## config.mk

```make
export PLATFORM = sky130hd
export DESIGN_NAME = instr_encoder
export DESIGN_NICKNAME = d
export VERILOG_FILES = /design/src/rtl/instr_encoder.sv
export SDC_FILE = /design/constraint.sdc
export NUM_CORES = 1
export LEC_CHECK = 0
export BUFFER_PORTS_ARGS = -buffer_cell sky130_fd_sc_hd__buf_2
export CORE_MARGIN = 2
export CORE_UTILIZATION = 45
export CTS_CLUSTER_DIAMETER = 120
export DETAILED_ROUTE_END_ITERATION = 8
export PLACE_DENSITY = 0.7
export SLEW_MARGIN = 20
export SYNTH_ARGS = -nofsm -noshare
export SYNTH_HDL_FRONTEND = slang
export SYNTH_SLANG_ARGS = --single-unit
```

## constraint.sdc

```tcl
create_clock -name clk -period 3.05 [get_ports clk]
set_clock_uncertainty 0.2 [all_clocks]
set_input_delay 0.1525 -clock clk [delete_from_list [all_inputs] [get_ports clk]]
set_output_delay 0.1525 -clock clk [all_outputs]
set_load 0.01 [all_outputs]
```

## src/rtl/instr_encoder.sv

```systemverilog
// RV32 instruction-word encoder: packs request fields by format, flags
// immediates that do not fit, and buffers results in a 2-entry FIFO.
module instr_encoder (
  input  logic        clk,
  input  logic        rst,
  input  logic        in_valid,
  output logic        in_ready,
  input  logic [2:0]  fmt,
  input  logic [6:0]  opcode,
  input  logic [4:0]  rd,
  input  logic [4:0]  rs1,
  input  logic [4:0]  rs2,
  input  logic [2:0]  funct3,
  input  logic [6:0]  funct7,
  input  logic [31:0] imm,
  output logic        out_valid,
  input  logic        out_ready,
  output logic [31:0] out_instr,
  output logic        out_err,
  output logic [15:0] enc_count
);

  typedef enum logic [2:0] {
    FMT_I   = 3'b000,
    FMT_S   = 3'b001,
    FMT_B   = 3'b010,
    FMT_U   = 3'b011,
    FMT_J   = 3'b100,
    FMT_FLW = 3'b101,
    FMT_FSW = 3'b110,
    FMT_R   = 3'b111
  } fmt_e;

  typedef enum logic [1:0] {EMPTY, ONE, FULL} state_e;

  typedef struct packed {
    logic        err;
    logic [31:0] instr;
  } entry_t;

  fmt_e   fmt_sel;
  logic   fits_i;
  logic   fits_b;
  logic   fits_j;
  entry_t enc;

  assign fmt_sel = fmt_e'(fmt);

  // An immediate fits when every bit above the field's sign bit copies it.
  assign fits_i = (&imm[31:11]) | ~(|imm[31:11]);
  assign fits_b = (&imm[31:12]) | ~(|imm[31:12]);
  assign fits_j = (&imm[31:20]) | ~(|imm[31:20]);

  // NOTE: every combinational output gets a default before the case so no
  // path leaves it unassigned, which would otherwise infer a latch.
  always_comb begin
    enc = '0;
    case (fmt_sel)
      FMT_I, FMT_FLW: begin
        enc.instr = {imm[11:0], rs1, funct3, rd, opcode};
        enc.err   = ~fits_i;
      end
      FMT_S, FMT_FSW: begin
        enc.instr = {imm[11:5], rs2, rs1, funct3, imm[4:0], opcode};
        enc.err   = ~fits_i;
      end
      FMT_B: begin
        enc.instr = {imm[12], imm[10:5], rs2, rs1, funct3, imm[4:1], imm[11], opcode};
        enc.err   = imm[0] | ~fits_b;
      end
      FMT_U: begin
        enc.instr = {imm[31:12], rd, opcode};
        enc.err   = |imm[11:0];
      end
      FMT_J: begin
        enc.instr = {imm[20], imm[10:1], imm[11], imm[19:12], rd, opcode};
        enc.err   = imm[0] | ~fits_j;
      end
      FMT_R: begin
        enc.instr = {funct7, rs2, rs1, funct3, rd, opcode};
        enc.err   = 1'b0;
      end
      default: enc = '0;
    endcase
  end

  state_e      state_q, state_d;
  entry_t      head_q, head_d;
  entry_t      tail_q, tail_d;
  logic [15:0] count_q, count_d;
  logic        push;
  logic        pop;

  assign in_ready  = (state_q != FULL);
  assign out_valid = (state_q != EMPTY);
  assign push      = in_valid & in_ready;
  assign pop       = out_valid & out_ready;
  assign out_instr = head_q.instr;
  assign out_err   = head_q.err;
  assign enc_count = count_q;

  // head always holds the oldest entry; tail is only live in FULL.
  always_comb begin
    state_d = state_q;
    head_d  = head_q;
    tail_d  = tail_q;
    count_d = count_q;
    case (state_q)
      EMPTY: begin
        if (push) begin
          head_d  = enc;
          state_d = ONE;
        end
      end
      ONE: begin
        case ({push, pop})
          2'b10: begin
            tail_d  = enc;
            state_d = FULL;
          end
          2'b01:   state_d = EMPTY;
          2'b11:   head_d  = enc;
          default: state_d = ONE;
        endcase
      end
      FULL: begin
        if (pop) begin
          head_d  = tail_q;
          state_d = ONE;
        end
      end
      default: state_d = EMPTY;
    endcase
    if (pop) count_d = count_q + 16'd1;
  end

  // NOTE: the two storage entries are reset as well, because out_instr and
  // out_err are driven straight from head and must read zero under reset.
  // NOTE: sequential state uses non-blocking assignment so every flop samples
  // its pre-edge value regardless of statement order.
  always_ff @(posedge clk or posedge rst) begin
    if (rst) begin
      state_q <= EMPTY;
      head_q  <= '0;
      tail_q  <= '0;
      count_q <= '0;
    end else begin
      state_q <= state_d;
      head_q  <= head_d;
      tail_q  <= tail_d;
      count_q <= count_d;
    end
  end

endmodule
```

# After elaboration in Yosys (flattened, before gate mapping)
# Cells that the tools add are included.
[op_classes] add_sub_neg=1 n_eq_ne=17 n_mux=9 n_bitwise=13 reduce_logical=16
[op_table] cell="one-hot mux 33 bit (6 select lines)" count=1
[op_table] cell="2-to-1 mux 33 bit" count=3
[op_table] cell="one-hot mux 33 bit (3 select lines)" count=1
[op_table] cell="OR reduction 12 bit" count=2
[op_table] cell="AND reduction 21 bit" count=1
[op_table] cell="OR reduction 21 bit" count=1
[op_table] cell="AND reduction 20 bit" count=1
[op_table] cell="OR reduction 20 bit" count=1
[op_table] cell="adder 16 x 1 -> 16 bit, second input constant" count=1
[op_table] cell="== test 3 bit, second input constant" count=4
[op_table] cell="one-hot mux 2 bit (3 select lines)" count=2
[op_table] cell="AND reduction 12 bit" count=1
[op_table] cell="!= test 2 bit, second input constant" count=4
[op_table] cell="== test 2 bit, second input constant" count=3
[op_table] cell="== test 3 x 2 -> 1 bit, second input constant" count=2
[op_table] cell="NOT 1 bit" count=6
[op_table] cell="OR 1 bit" count=5
[op_table] cell="== test 2 x 1 -> 1 bit, second input constant" count=2
[op_table] cell="2-to-1 mux 2 bit" count=2
[op_table] cell="AND reduction 4 bit" count=1
[op_table] cell="OR reduction 2 bit" count=2
[op_table] cell="== test 3 x 1 -> 1 bit, second input constant" count=1
[op_table] cell="logical NOT 3 bit" count=1
[op_table] cell="AND reduction 3 bit" count=1
[op_table] cell="6 further kinds" count=7
[totals] reg_bits=84 out_inout_bits=51 wordCells=62

# Logic depth before layout (Yosys ltp)
[logic_depth] depth_word=8 mapped_depth=14

# Worst setup path after synthesis
# Ideal clock, no wire load.
[synth_path] path_kind="register to register" startpoint="register state_q[1]" endpoint="register head_q, in the netlist out_instr[10]" setup_time_ps=125 t_arrival_ps=2406 path_slack_ps=319 path_stages_with_launch=13 synth_period_minus_slack_ps=2731 cell_sequence="dfrtp_1 > buf_2 > nor2b_1 > buf_2 > inv_2 > buf_4 > buf_2 > and2_1 > ha_1 > mux2i_1 > o2bb2ai_2 > buf_4 > mux2_2"
[synth_between] elab_chain_cells=5
[synth_lines] item="start, declared" line_no="87" text="state_e state_q, state_d;"
[synth_lines] item="start signal, assigned" line_no="148" text="state_q <= state_d;"
[synth_lines] item="!= test 2 bit *" line_no="94" text="assign in_ready = (state_q != FULL);"
[synth_lines] item="named net in_ready" line_no="7" text="output logic in_ready,"
[synth_lines] item="bitwise AND 1 bit *" line_no="96" text="assign push = in_valid & in_ready;"
[synth_lines] item="== test 2 bit" line_no="116" text="case ({push, pop})"
[synth_lines] item="!= test 2 x 1 -> 1 bit (no source line)"
[synth_lines] item="AND reduction 4 bit (no source line) *"
[synth_lines] item="end signal, assigned" line_no="144" text="head_q <= '0;"
[synth_lines] item="end signal, assigned" line_no="149" text="head_q <= head_d;"
[synth_lines] item="end, declared" line_no="88" text="entry_t head_q, head_d;"
# The timed path passes the listed nets; every way through them passes the cells marked *.
# A chain may end at the register's enable or synchronous reset.

# Worst setup path after layout
[layout_path] startpoint="register state_q[1]" endpoint="register head_q, in the netlist out_instr[20]"
[layout_between] elab_chain_cells=5
[layout_lines] item="nonzero test 2 bit *" line_no="95" text="assign out_valid = (state_q != EMPTY);"
[layout_lines] item="bitwise AND 1 bit *" line_no="97" text="assign pop = out_valid & out_ready;"
[layout_lines] item="named net pop" line_no="92" text="logic pop;"
[layout_lines] item="== test 2 bit" line_no="116"
[layout_lines] item="!= test 2 x 1 -> 1 bit (no source line)"
[layout_lines] item="AND reduction 4 bit (no source line) *"
# Marked as above.

==> impl_metrics.csv <==
group,metric,value,unit
sta,min_period,2786,ps
clock_tree,cts.sinks,84,
worst_setup_path,worst_setup_path_end_kind,"register",
sta,final-setup-viol-count,0,
layout,fillers,907,
synthesis,ys_dominant_reg_cell,"sky130_fd_sc_hd__dfrtp_1",
synthesis,synth_seq_area_share,47.86,%
die,die_h,102.8,µm
drt,ant_nets,0,
worst_setup_path,timing.critical_path.fanout_max,24,
synthesis,number_of_register_bits_inferred_by_synthesis,84,
synthesis,ys_warn_count,0,
sta,maxSlewViolCount,0,
place,globalplace.congestion,0.8266,
global_routing,overall_routing_resource_usage,22.03,%
synthesis,synth_compound_area_share,16.41,%
sta,final-hold-violation-count,0,
synthesis,yosys.area.top_type,"sky130_fd_sc_hd__dfrtp_1",
synthesis,ys_top_cells_by_count,"84 x sky130_fd_sc_hd__dfrtp_1, 78 x sky130_fd_sc_hd__nand2_1, 47 x sky130_fd_sc_hd__nor2_1, 30 x sky130_fd_sc_hd__a21oi_1, 19 x sky130_fd_sc_hd__mux2i_1",
synthesis,synth.cell_area,4392,µm²
die,die_outline_area,10570,µm²
sta,max_slew.worst_pin.slew,983.2,ps
die,initial_utilization,45.56,%
synthesis,syn_inst,470,
die,fp.dieW,102.8,µm
global_routing,grt_max_degree,58,
layout,final_design_area_no_fill,5648,µm²
clock_tree,cts-buffers-inserted,9,
global_routing,initial_antenna_violation_count,0,
place,post_dp_cell_area,5071,µm²
global_routing,gr-total-overflow,0,
place,port_buffers,121,
clock_tree,clockBufferDepth,2,
drt,dr.first_iter.drc_count,243,
drt,routed_via_density,5.316,
worst_setup_path,worst-endpoint-arrival,2800,ps
global_routing,first_global_vias,3846,
synthesis,synth.area.top_cells,"sky130_fd_sc_hd__dfrtp_1 48%, sky130_fd_sc_hd__nand2_1 6.7%, sky130_fd_sc_hd__mux2i_1 4.3%",
outcome,run_status,"completed",
drt,routed_wl,11.24,mm
sta,max_freq,0.3590,GHz
clock_tree,clk_root_buffer_cell,"sky130_fd_sc_hd__clkbuf_8",
layout,seqCellArea,2102,µm²
drt,count_of_tritonroute_iterations_in_the_first_routing_pass,5,
sta,grt_setup_unrepaired,"no",
sta,final_min_period_over_clock_period,91.33,%
clock_tree,clk_transition_reported_paths,90,ps
synthesis,post_synth_arst_share,100.0,%
layout,area_growth,28.60,%
die,io-pin-count,122,
pwr,power.ir.vdd_worst,0.4112,mV
synthesis,yosys.area_share.simple,19.26,%
pwr,total_leakage_power,2.607,nW
pwr,power.density,804.3,nW/µm²
clock_tree,htreeDepth,3,
synthesis,post-synth-top-area-fraction,47.86,%
layout,multi_input_gate_area,2150,µm²
synthesis,number_of_flops_mapped_to_enable_cells_by_yosys,0,
sta,setup_total_negative_slack,0,ps
synthesis,ys_types,51,
clock_tree,tritoncts,"built",
global_routing,wire_length_of_the_first_global_routing_pass,18.18,mm
synthesis,post_synth_xor_area_fraction,3.191,%
synthesis,dominant_combinational_cell_family_by_area_after_synthesis,"simple AND/OR/NAND/NOR gates",
worst_setup_path,worst-setup-path-type,"register to register",
synthesis,yosys-mux-area-fraction,8.177,%
die,num_rows,36,
worst_setup_path,cp-start-kind,"register",
synthesis,post_synth.cell_area_avg,9.344,µm²
synthesis,synthAdderAreaFrac,1.140,%
drt,routed-via-count,3998,
layout,layout-drive-gt1-share,27.79,%
layout,layout.nets,689,
worst_setup_path,critPathRequiredTime,3070,ps
synthesis,post-synth-top-count-cell,"sky130_fd_sc_hd__dfrtp_1",
worst_hold_path,holdCritPathClass,"input port to register",
drt,detail_route.drc_violations,0,
sta,max_slew_margin,34.46,%
run,maxCapViolations,0,
die,core_region_area,9639,µm²
place,hpwl,7.840,mm
synthesis,postSynthNetCount,545,
clock_tree,clock_latency,340,ps
drt,drt-wirelength-per-cell,14.94,µm
layout,diodes,0,
## report_power, final
group / leakage (nW) / internal [mW] / switching [mW]
sequential: 1.02 / 1.59 / 0.293
clock: 0.107 / 0.409 / 0.426
combinational: 1.48 / 0.803 / 1.02
## cell type report
type                    count  area share (%)
clock inverters             6           1.241
clock buffers              10           2.437
inverters                   7          0.5095
multi-input cells         351           38.06
well taps                 133           2.946
flip-flops and latches     84           37.22
repair buffers            161           17.59
## flip-flops by register name, indices dropped and copies added, names as in the netlist
name	flops
out_instr	32
tail_q	33
out_err	1
state_q	2
enc_count	16
## cells in the final DEF, fill, tap and decap left out, drive strengths merged, types with 8 or more instances in the layout
master         n
a21oi         30
o21ai         31
nor2          47
dlygate4sd3   35
mux2          15
o211ai         8
nand3          8
clkbuf        10
nand2         79
a31oi         11
nor2b          9
dfrtp         84
xnor2         10
nand4         11
buf          126
mux2i         19
## worst paths after layout
check / startpoint / to / slack (ps) / cells after the start
max: state_q[1] / out_instr[20] / 260 / 9
max in group asynchronous: rst / out_instr[23] / 1780 / 4
max reg2reg: state_q[1] / out_instr[20] / 260 / 9
min: imm[12] / tail_q[12] / 20 / 3
min in group asynchronous: rst / out_instr[17] / 140 / 3
min reg2reg: tail_q[4] / tail_q[4] / 280 / 2
## critical path: stages (launching register included)
cell and delay, ps:
sky130_fd_sc_hd__dfrtp_1 520, sky130_fd_sc_hd__or2_1 290, sky130_fd_sc_hd__nand2_1 150, sky130_fd_sc_hd__clkinv_2 160, sky130_fd_sc_hd__ha_1 270, sky130_fd_sc_hd__mux2i_2 340
sky130_fd_sc_hd__o2bb2ai_4 240, sky130_fd_sc_hd__buf_4 290, sky130_fd_sc_hd__nor2_1 130, sky130_fd_sc_hd__a31oi_1 50
## timing repair
item | in CTS | in global routing
setup buffers | 0 | 0
hold buffers | 35 | 0
endpoints found under the hold margin | 58 | 0
gates resized for setup | 0 | 1
setup endpoints to repair | 0 | 12
## through the flow
| step | cells | power, mW | hold slack (ps) | util, % | worst slack [ps] |
|---|---|---|---|---|---|
| after floorplan | 470 | 3.105 | 57.94 | - | 319.2 |
| after global placement | 700 | 3.605 | -32.42 | 52.61 | 293.1 |
| after detailed placement | 700 | 3.695 | -22.82 | 52.61 | 138.4 |
| after CTS | 751 | 4.571 | 1.931 | 58.40 | 101.3 |
| after global routing | 752 | 4.924 | 23.10 | 58.59 | 40.32 |
| final | 752 | 4.543 | 21.85 | 58.59 | 264.3 |
## cells by family after synthesis
logic type / Yosys count
AND/OR/NAND/NOR: 184
AO/OA/AOI/OAI: 112
flip-flops: 84
buffers and inverters: 36
multiplexers: 34
XOR/XNOR: 16
adder cells (fa/ha/maj): 4
## metal layers
metal	share of wire [%]	GRT usage (%)	wire, µm	vias to the layer above
met2	47	35.24	5323	136
met4	3.2	11.44	355	0
li1	-	-	-	1950
met1	45	28.85	5045	1882
met3	4.6	3.797	512	30
met5	0	0	0	-
No activity file was read; power rests on OpenSTA's default activity.
